[config.mk]
export PLATFORM = sky130hd
export DESIGN_NAME = cond_code_unit
export DESIGN_NICKNAME = d
export VERILOG_FILES = /design/src/rtl/cond_code_unit.sv
export SDC_FILE = /design/constraint.sdc
export NUM_CORES = 1
export LEC_CHECK = 0
export ABC_AREA = 1
export CAP_MARGIN = 10
export CORE_MARGIN = 2
export CORE_UTILIZATION = 29
export DETAILED_ROUTE_END_ITERATION = 10
export GPL_TIMING_DRIVEN = 0
export HOLD_SLACK_MARGIN = 0.12
export PLACE_DENSITY = 0.77
export REMOVE_ABC_BUFFERS = 1
export SKIP_LAST_GASP = 1
export SLEW_MARGIN = 20
export SYNTH_ARGS = -nofsm -noshare
export SYNTH_HDL_FRONTEND = slang
export SYNTH_SLANG_ARGS = --single-unit
[constraint.sdc]
create_clock -name clk -period 1.3 [get_ports clk]
set_input_delay 0.26 -clock clk [delete_from_list [all_inputs] [get_ports clk]]
set_output_delay 0.26 -clock clk [all_outputs]
set_load 0.03 [all_outputs]
[src/rtl/cond_code_unit.sv]
// Processor status (flag) register and branch/set condition evaluator.
// Latency: flags register on the clk edge after capture; condMet is combinational from effective flags.
// No backpressure: the controller strobes captures and writes, and this block always accepts them.
module cond_code_unit #(
  parameter int WIDTH  = 16,
  parameter bit BYPASS = 1'b0
) (
  input  logic             clk,
  input  logic             reset,
  input  logic             codesComputed,
  input  logic [4:0]       aluFlags,
  input  logic             psrWrEn,
  input  logic [WIDTH-1:0] psrWrData,
  input  logic [3:0]       condField,
  output logic [WIDTH-1:0] conCodesOut,
  output logic             carryIn,
  output logic [WIDTH-1:0] sCondValue,
  output logic             flagsValid
);

  // Flag bit positions within the 5-bit {N,Z,F,L,C} vector.
  localparam int N_BIT = 4;
  localparam int Z_BIT = 3;
  localparam int F_BIT = 2;
  localparam int L_BIT = 1;
  localparam int C_BIT = 0;

  logic [4:0] flags_q, flags_d;
  logic       valid_q, valid_d;
  logic [4:0] eff_flags;
  logic       cond_met;

  // Only the low five PSR bits carry state; upper bits are intentionally dropped.
  logic unused_psr_bits;
  assign unused_psr_bits = ^psrWrData[WIDTH-1:5];

  // Next-state: an ALU capture outranks a direct PSR write in the same cycle.
  always_comb begin
    flags_d = flags_q;
    valid_d = valid_q;
    if (codesComputed) begin
      flags_d = aluFlags;
      valid_d = 1'b1;
    end else if (psrWrEn) begin
      flags_d = psrWrData[4:0];
      valid_d = 1'b1;
    end
  end

  // Flag register with asynchronous clear; a capture pending during reset is lost.
  always_ff @(posedge clk or negedge reset) begin
    if (!reset) begin
      flags_q <= 5'b0;
      valid_q <= 1'b0;
    end else begin
      flags_q <= flags_d;
      valid_q <= valid_d;
    end
  end

  // Effective flags: optionally forward the ALU flags during the capture cycle.
  always_comb begin
    eff_flags = flags_q;
    if (BYPASS && codesComputed) begin
      eff_flags = aluFlags;
    end
  end

  // Condition mux; unknown condField resolves to "not met" via the default.
  always_comb begin
    cond_met = 1'b0;
    case (condField)
      4'b0000: cond_met =  eff_flags[Z_BIT];
      4'b0001: cond_met = ~eff_flags[Z_BIT];
      4'b0010: cond_met =  eff_flags[C_BIT];
      4'b0011: cond_met = ~eff_flags[C_BIT];
      4'b0100: cond_met =  eff_flags[L_BIT];
      4'b0101: cond_met = ~eff_flags[L_BIT];
      4'b0110: cond_met =  eff_flags[N_BIT];
      4'b0111: cond_met = ~eff_flags[N_BIT];
      4'b1000: cond_met =  eff_flags[F_BIT];
      4'b1001: cond_met = ~eff_flags[F_BIT];
      4'b1010: cond_met = ~eff_flags[L_BIT] & ~eff_flags[Z_BIT];
      4'b1011: cond_met =  eff_flags[L_BIT] |  eff_flags[Z_BIT];
      4'b1100: cond_met = ~eff_flags[N_BIT] & ~eff_flags[Z_BIT];
      4'b1101: cond_met =  eff_flags[N_BIT] |  eff_flags[Z_BIT];
      4'b1110: cond_met = 1'b1;
      default: cond_met = 1'b0;
    endcase
  end

  // Outputs: the flag field and carry always show stored state, never the bypass.
  always_comb begin
    conCodesOut      = '0;
    conCodesOut[5:1] = flags_q;
    conCodesOut[0]   = cond_met;
    sCondValue       = '0;
    sCondValue[0]    = cond_met;
    carryIn          = flags_q[C_BIT];
    flagsValid       = valid_q;
  end

endmodule

# Word-level counts from Yosys, hierarchy flattened
# Cells that the tools add are included.
[totals]
output_inout_bits = 34
ff_bits = 6
elab_cells = 32
[op_classes]
n_bitwise = 9
n_reduce_logical = 2
n_mux = 5
eq_ne = 14
[ops]
columns = ["operator", "count"]
rows = [
  ["== test 4 bit, second input constant", 7],
  ["== test 4 x 3 -> 1 bit, second input constant", 4],
  ["case mux 1 bit (15 select lines)", 1],
  ["two-way mux 5 bit", 2],
  ["== test 4 x 2 -> 1 bit, second input constant", 2],
  ["NOT 1 bit", 5],
  ["== test 4 x 1 -> 1 bit, second input constant", 1],
  ["zero test 4 bit", 1],
  ["bitwise AND 1 bit", 2],
  ["two-way mux 1 bit", 2],
  ["bitwise OR 1 bit", 2],
  ["nonzero test 2 bit", 1],
]

# Logic depth before layout (Yosys ltp)
# Gate-level depths: netlist of the first run.
[depth]
ltp_word = 3
depth_mapped = 11
depth_no_buf = 9

# Worst setup path before layout of the first run
# Ideal clock, no wire load.
[synth_timing]
path_type = "register to output"
from = "register flags_q[1] (netlist: eff_flags[1])"
to = "output conCodesOut[0]"
arrival_ns = 1.180
required_time_ns = 1.040
stages_incl_launch_ff = 9
path_slack_ns = -0.140
path_cell_list = "dfrtp_1 -> inv_1 -> nand3_1 -> nand3_1 -> nand2_1 -> inv_1 -> a21oi_1 -> nand2_1 -> buf_4"
[synth_between]
elab_chain_len = 3
elab_cells_between_ends = 4
[synth_lines]
columns = ["item", "line_no", "text"]
rows = [
  ["start, declared", "28", "logic [4:0] flags_q, flags_d;"],
  ["start signal, assigned", "56", "flags_q <= flags_d;"],
  ["NOT 1 bit", "78, 83", ""],
  ["bitwise AND 1 bit", "83", "4'b1010: cond_met = ~eff_flags[L_BIT] & ~eff_flags[Z_BIT];"],
  ["case mux 1 bit (15 select lines) *", "72", "case (condField)"],
  ["end, declared", "15", "output logic [WIDTH-1:0] conCodesOut,"],
]
# Every way passes the cells marked *; elsewhere a longest branch is shown, timed or not.

# Worst setup path in the final report of the first run
# Same ends and word-level chain as after synthesis.

==> results of run 1 <==
## critical path, cell delays in order, from the launching register on
cell	delay, ns
dfrtp_1	0.39
inv_1	0.08
nand3_1	0.09
nand2_1	0.05
nand2_1	0.06
nand2_1	0.07
nor2_2	0.12
nand2_2	0.08
buf_6	0.14
## cells by family after synthesis
| logic type | count (synthesis) | share of synthesized area |
|---|---|---|
| AO/OA/AOI/OAI | 3 | 0.0236 |
| buffers and inverters | 43 | 0.388 |
| flip-flops | 6 | 0.202 |
| other | 1 | 0.00505 |
| AND/OR/NAND/NOR | 65 | 0.381 |
## stage by stage
stage	util	TNS, ns
floorplan	-	-0.850
global placement	0.365	-3.20
detailed placement	0.365	-3.33
global route	0.376	-0.737
CTS	0.380	-0.592
finish	0.376	-0.523
## placed cells by master, fill, tap and decap left out, types with 2 or more instances in the layout
| cell | n |
|---|---|
| buf_2 | 4 |
| clkdlybuf4s50_1 | 13 |
| nand2_2 | 2 |
| clkdlybuf4s15_1 | 2 |
| clkbuf_4 | 3 |
| nand2_1 | 37 |
| nor2_1 | 5 |
| conb_1 | 25 |
| clkbuf_2 | 4 |
| buf_4 | 4 |
| nor2_2 | 2 |
| buf_6 | 2 |
| dfrtp_1 | 5 |
| nand3_1 | 17 |
| inv_1 | 10 |
| nor2_4 | 2 |
## final cells by class
type	count	share of cell area
timing repair buffer	30	0.272
clock buffer	3	0.0244
multi-input combinational	93	0.439
inverter	13	0.0596
tap	30	0.0407
sequential	6	0.164
## final timing paths
| kind | cells past startpoint | start | endpoint |
|---|---|---|---|
| hold reg to reg | 2 | flagsValid | flagsValid |
| min in group clk | 2 | flagsValid | flagsValid |
| max in group asynchronous | 1 | reset | eff_flags[4] |
| setup / recovery | 8 | eff_flags[1] | conCodesOut[0] |
| setup reg to reg | 3 | eff_flags[4] | eff_flags[4] |
| hold / removal | 1 | reset | flagsValid |
## per-layer routing
layer | part of all wire | global-route usage | wire, um
met1 | 0.42 | 0.113 | 577
met2 | 0.49 | 0.133 | 665
met3 | 0.082 | 0.0219 | 112
met4 | 0.012 | 0.0625 | 16
met5 | 0 | 0 | 0
## state kept, by name, summed over array words and instances (netlist names)
register,flops
eff_flags,5
flagsValid,1
## report_power, final
part | leakage [nW] | total (mW) | switching [mW] | internal (mW)
registers | 0.0682 | 0.220 | 0.0166 | 0.203
clock network | 0.0138 | 0.167 | 0.0628 | 0.104
logic | 0.435 | 0.383 | 0.256 | 0.127
total | 0.517 | 0.770 | 0.336 | 0.434
## cell usage after synthesis
cell type | count | area (um2)
nand2_1 | 38 | 143
buf_4 | 28 | 210
nand3_1 | 17 | 85.1
inv_1 | 10 | 37.5
nor2_1 | 7 | 26.3
dfrtp_1 | 6 | 150
buf_6 | 2 | 22.5
nor2_4 | 2 | 22.5
a21oi_1 | 1 | 5.00
clkinv_2 | 1 | 5.00
conb_1 | 1 | 3.75
inv_2 | 1 | 3.75
inv_6 | 1 | 8.76
nand2_2 | 1 | 6.26
o21ai_0 | 1 | 5.00
o21bai_1 | 1 | 7.51
## timing repair
action / CTS / global route
pin swaps: 1 / 5
endpoints found under the setup margin: 9 / 6
setup buffers: 3 / 1
gates resized for setup: 45 / 11
==> key figures, run 1 <==
Status
  – Status: finished, violations left
  – Failing checks: setup timing

CTS
  – CTS Hold Bufs: 0
  – CTS Buf Count: 3
  – Clock Tree Buf Depth: 2
  – Root buffer cell: clkbuf_4
  – Worst-path clk slew: 0.04 ns
  – Clock tree sinks: 6
  – Worst-Skew Late Latency: 0.24 ns
  – CTS tree: built
  – H-Tree Depth: 1

Layout
  – Post-route cell area: 923 um2
  – Fill cell count: between 200 and 300
  – # diodes: 0
  – Multi-input gate area: 405 um2
  – Area growth syn-to-layout: 24.5%
  – Share of cells above drive strength 1: 0.193
  – Register Area: 151 um2
  – Finished Layout Cells: 175
  – Final net count: 176

Critical path
  – WS Path Type: reg2out
  – Worst R2R Setup Slack: 0.48 ns
  – Crit path DAT: 1.30 ns
  – Crit Path Max Fanout: 4
  – Req. time, crit path: 1.04 ns
  – Startpoint types: register
  – CP endpoint kind: output port

Placed design
  – DP HPWL: 1090 um
  – Setup slack at placement: -1.21 ns
  – Port Buffer Count: 26
  – Routability-driven placement congestion ratio: ~0.82
  – Placed Area: about 900 um2
  – Placed Cells: approximately 170

Floorplan
  – Die area: just under 3000 um2
  – Die height: between 50 and 60 um
  – Initial Util: 0.302
  – Die X: 54.6 um
  – Core area: approximately 2500 um2
  – Top-level port count: 63
  – # rows: 18

Yosys
  – Synth Register Bits: 6
  – Mean area per synthesized cell: between 6 and 7 um2
  – Post-synthesis sequential area ratio: 0.202
  – Cells after synthesis: 118
  – Mapped Area: 742 um2
  – Post-synthesis cell type count: 16
  – Synth warn: 0

Power
  – Worst vdd ir: ~0.45 mV
  – PwrDens: 834 nW/um2
  – Leak Pwr: between 0.5 and 0.6 nW
  – Tot Pwr: 0.770 mW

Job
  – Max cap viols: 0

GRT
  – Initial antenna violation count: 0
  – Vias in the first global route: 486
  – Global-route usage over all layers: 0.0900
  – Largest net degree at the start of global routing: 11
  – First-pass GRT wire length: 1930 um
  – GR Overflow Total: 0

STA
  – Hold Slack: 0.257 ns
  – RSZ-0062 raised after global routing: yes
  – Post-layout min period: roughly 1.6 ns
  – Max Slew Vio Count: 0
  – Worst Clk Skew: 0 ns
  – Fin crit share: 1.20
  – Max Fclk: roughly 640 MHz
  – Hold violation count in the final report: 0
  – Setup violations, final: 2
  – PnR worst setup slack: -0.261 ns

Worst hold path
  – Min-delay worst type: in2async

Route
  – DRC Markers: 0
  – Routed via count: 670
  – Drt via density: 3.83
  – Drt first-iter violations: 15
  – Post-route ant nets: 0
  – Avg WL per Cell: 7.83 um
  – 1st-pass router iterations: 4
  – Total detailed-routing wirelength: 1370 um
No activity file was read; power rests on OpenSTA's default activity.
==> inputs of run 2 (changes only) <==
--- a/config.mk
+++ b/config.mk
@@ -7,12 +7,12 @@
 export LEC_CHECK = 0
 export ABC_AREA = 1
 export CAP_MARGIN = 10
-export CORE_MARGIN = 2
-export CORE_UTILIZATION = 29
+export CORE_MARGIN = 10
+export CORE_UTILIZATION = 32
 export DETAILED_ROUTE_END_ITERATION = 10
 export GPL_TIMING_DRIVEN = 0
 export HOLD_SLACK_MARGIN = 0.12
-export PLACE_DENSITY = 0.77
+export PLACE_DENSITY = 0.81
 export REMOVE_ABC_BUFFERS = 1
 export SKIP_LAST_GASP = 1
 export SLEW_MARGIN = 20
==> constraint.sdc (replaced) <==
create_clock -name clk -period 1.6 [get_ports clk]
set_input_delay 0.32 -clock clk [delete_from_list [all_inputs] [get_ports clk]]
set_output_delay 0.32 -clock clk [all_outputs]
set_load 0.03 [all_outputs]
==> run 2 against run 1 <==
Net effect:
- the flow still finishes with violations (setup timing)
- total power shrank 18%
- utilization increased by 5.5 points
- clock power is 23% lower
- worst hold slack improved by 0.057 ns
- cell count is 1.1% lower
- critical path depth fell by 2
- non-clock buffer count unchanged
- critical endpoint is now sCondValue[0]
- largest cell class unchanged
==> key figures, run 2 (same netlist as run 1, synthesis figures left out) <==
Status
  – Status: finished, violations left (unchanged)
  – Failing checks: setup timing (unchanged)

STA
  – Fin crit share: 1.01
  – Hold violation count in the final report: 0 (unchanged)
  – Setup violations, final: 2 (unchanged)
  – Max Fclk: 619 MHz
  – Post-layout min period: 1.62 ns
  – PnR worst setup slack: -0.0156 ns (was -0.261 ns)
  – Worst Clk Skew: 0 ns (unchanged)
  – Max Slew Vio Count: 0 (unchanged)
  – RSZ-0062 raised after global routing: yes (unchanged)

Layout
  – Multi-input gate area: 420 um2 (was 405 um2)
  – Max reg flops: 5 (unchanged)
  – Share of cells above drive strength 1: 0.207 (was 0.193)
  – Fill cell count: 249 (was 271)
  – Commonest non-fill, non-tap cell in the layout: nand2_1 (unchanged)
  – # diodes: 0 (unchanged)
  – Register Area: 153 um2 (was 151 um2)
  – Final net count: 176 (unchanged)
  – Commonest cells after routing, fill and taps aside: nand2_1 (35), conb_1 (25), nand3_1 (15), clkdlybuf4s50_1 (13), inv_1 (9) (was nand2_1 (37), conb_1 (25), nand3_1 (17), clkdlybuf4s50_1 (13), inv_1 (10))
  – Area growth syn-to-layout: 28.5% (was 24.5%)
  – Post-route cell area: 953 um2 (was 923 um2)
  – Finished Layout Cells: 173 (was 175)

Power
  – Tot Pwr: 0.629 mW (was 0.770 mW)
  – PwrDens: 659 nW/um2 (was 834 nW/um2)
  – Leak Pwr: 0.531 nW (was 0.517 nW)
  – Worst vdd ir: 0.307 mV (was 0.445 mV)

Critical path
  – Largest delay share family, worst path: flip-flops (was simple AND/OR/NAND/NOR gates)
  – Crit-path slowest cell: dfrtp_1 (unchanged)
  – Crit path from: eff_flags[2] (was eff_flags[1])
  – Crit Path Max Fanout: 4 (unchanged)
  – Cell mode on critical path: nand3_1 (was nand2_1)
  – Worst reg2reg startpoint: eff_flags[4] (unchanged)
  – Startpoint types: register (unchanged)
  – Crit path DAT: 1.30 ns (about the same)
  – Req. time, crit path: 1.28 ns (was 1.04 ns)
  – Crit path buf inv count: 1 (was 2)
  – CP peak stage delay: 0.40 ns (was 0.39 ns)
  – Crit path cell chain: o21bai_1, nand3_1, nand3_1, nor2_2, nand2_2, buf_6 (was inv_1, nand3_1, nand2_1, nand2_1, nand2_1, nor2_2, nand2_2, buf_6)
  – WS Path Type: reg2out (unchanged)
  – CP endpoint kind: output port (unchanged)

Placed design
  – Placed Cells: 166 (was 168)
  – Routability-driven placement congestion ratio: 0.757 (was 0.818)
  – Port Buffer Count: 26 (unchanged)
  – Placed Area: 895 um2 (was 897 um2)
  – DP HPWL: 1490 um (was 1090 um)

GRT
  – GR Overflow Total: 0 (unchanged)
  – Initial antenna violation count: 0 (unchanged)
  – Global-route usage over all layers: 0.0689 (was 0.0900)
  – Vias in the first global route: 637 (was 486)
  – Largest net degree at the start of global routing: 11 (unchanged)
  – First-pass GRT wire length: 2500 um (was 1930 um)

Route
  – 1st-pass router iterations: 4 (unchanged)
  – Drt first-iter violations: 21 (was 15)
  – Drt via density: 3.89 (was 3.83)
  – Avg WL per Cell: 10.1 um (was 7.83 um)
  – Total detailed-routing wirelength: 1750 um (was 1370 um)
  – Routed via count: 673 (was 670)
  – Post-route ant nets: 0 (unchanged)
  – DRC Markers: 0 (unchanged)

Floorplan
  – Die height: 68.2 um (was 54.6 um)
  – Die area: 4640 um2 (was 2980 um2)
  – # rows: 17 (was 18)
  – Die X: 68.2 um (was 54.6 um)
  – Initial Util: 0.335 (was 0.302)
  – Top-level port count: 63 (unchanged)
  – Core area: 2210 um2 (was 2450 um2)

CTS
  – H-Tree Depth: 1 (unchanged)
  – CTS tree: built (unchanged)
  – Clock Tree Buf Depth: 2 (unchanged)
  – CTS Hold Bufs: 0 (unchanged)
  – Worst-path clk slew: 0.04 ns (about the same)
  – Root buffer cell: clkbuf_4 (unchanged)
  – CTS Buf Count: 3 (unchanged)
  – Worst-Skew Late Latency: 0.23 ns (was 0.24 ns)
  – Clock tree sinks: 6 (unchanged)

Job
  – Max cap viols: 0 (unchanged)

Worst hold path
  – Min-delay worst type: in2async (unchanged)
==> run 2: cell type report <==
cell class | instances | share of cell area
sequential | 6 | 0.160
multi-input combinational | 93 | 0.441
clock buffer | 3 | 0.0236
inverter | 13 | 0.0577
timing repair buffer | 30 | 0.281
tap | 28 | 0.0367
==> run 2: worst reg2reg max path, delay by kind of cell (launching register included) <==
| family | cells | cell delay (ns) |
|---|---|---|
| flip-flops | 1 | 0.43 |
| buffers and inverters | 1 | 0.14 |
| AND/OR/NAND/NOR | 2 | 0.12 |
==> run 2: power by group <==
part / switching [mW] / leakage [nW] / internal, mW
sequential: 0.0137 / 0.0671 / 0.165
combinational: 0.213 / 0.450 / 0.107
clock: 0.0450 / 0.0138 / 0.0842
total: 0.272 / 0.531 / 0.357
==> run 2: what timing repair did <==
action	CTS	global route
pin swaps	0	6
endpoints found under the setup margin	8	3
buffers inserted	2	2
gates cloned	0	0
gates resized for setup	34	15
==> run 2: worst paths after layout <==
check,slack (ns),cells after the start,endpoint
max,-0.02,6,sCondValue[0]
min,0.31,1,flagsValid
max reg2reg,0.79,3,eff_flags[4]
min reg2reg,0.47,2,flagsValid
max in group asynchronous,1.07,1,eff_flags[4]
min in group clk,0.47,2,flagsValid
==> run 2: per-stage QoR <==
| stage | setup WS, ns | hold slack, ns | utilization | TNS, ns |
|---|---|---|---|---|
| finish | -0.0156 | 0.314 | 0.431 | -0.0309 |
| global route | -0.113 | 0.310 | 0.431 | -0.226 |
| CTS | -0.0573 | 0.311 | 0.414 | -0.0835 |
| detailed placement | -1.03 | 0.459 | 0.404 | -2.06 |
| global placement | -1.03 | 0.447 | 0.404 | -2.06 |
| floorplan | -0.185 | 0.0244 | - | -0.370 |
==> run 2: layer usage <==
layer,part of all wire,track usage
met1,0.41,0.0746
met2,0.48,0.107
met3,0.11,0.0359
met4,0.0029,0.0377
met5,0,0
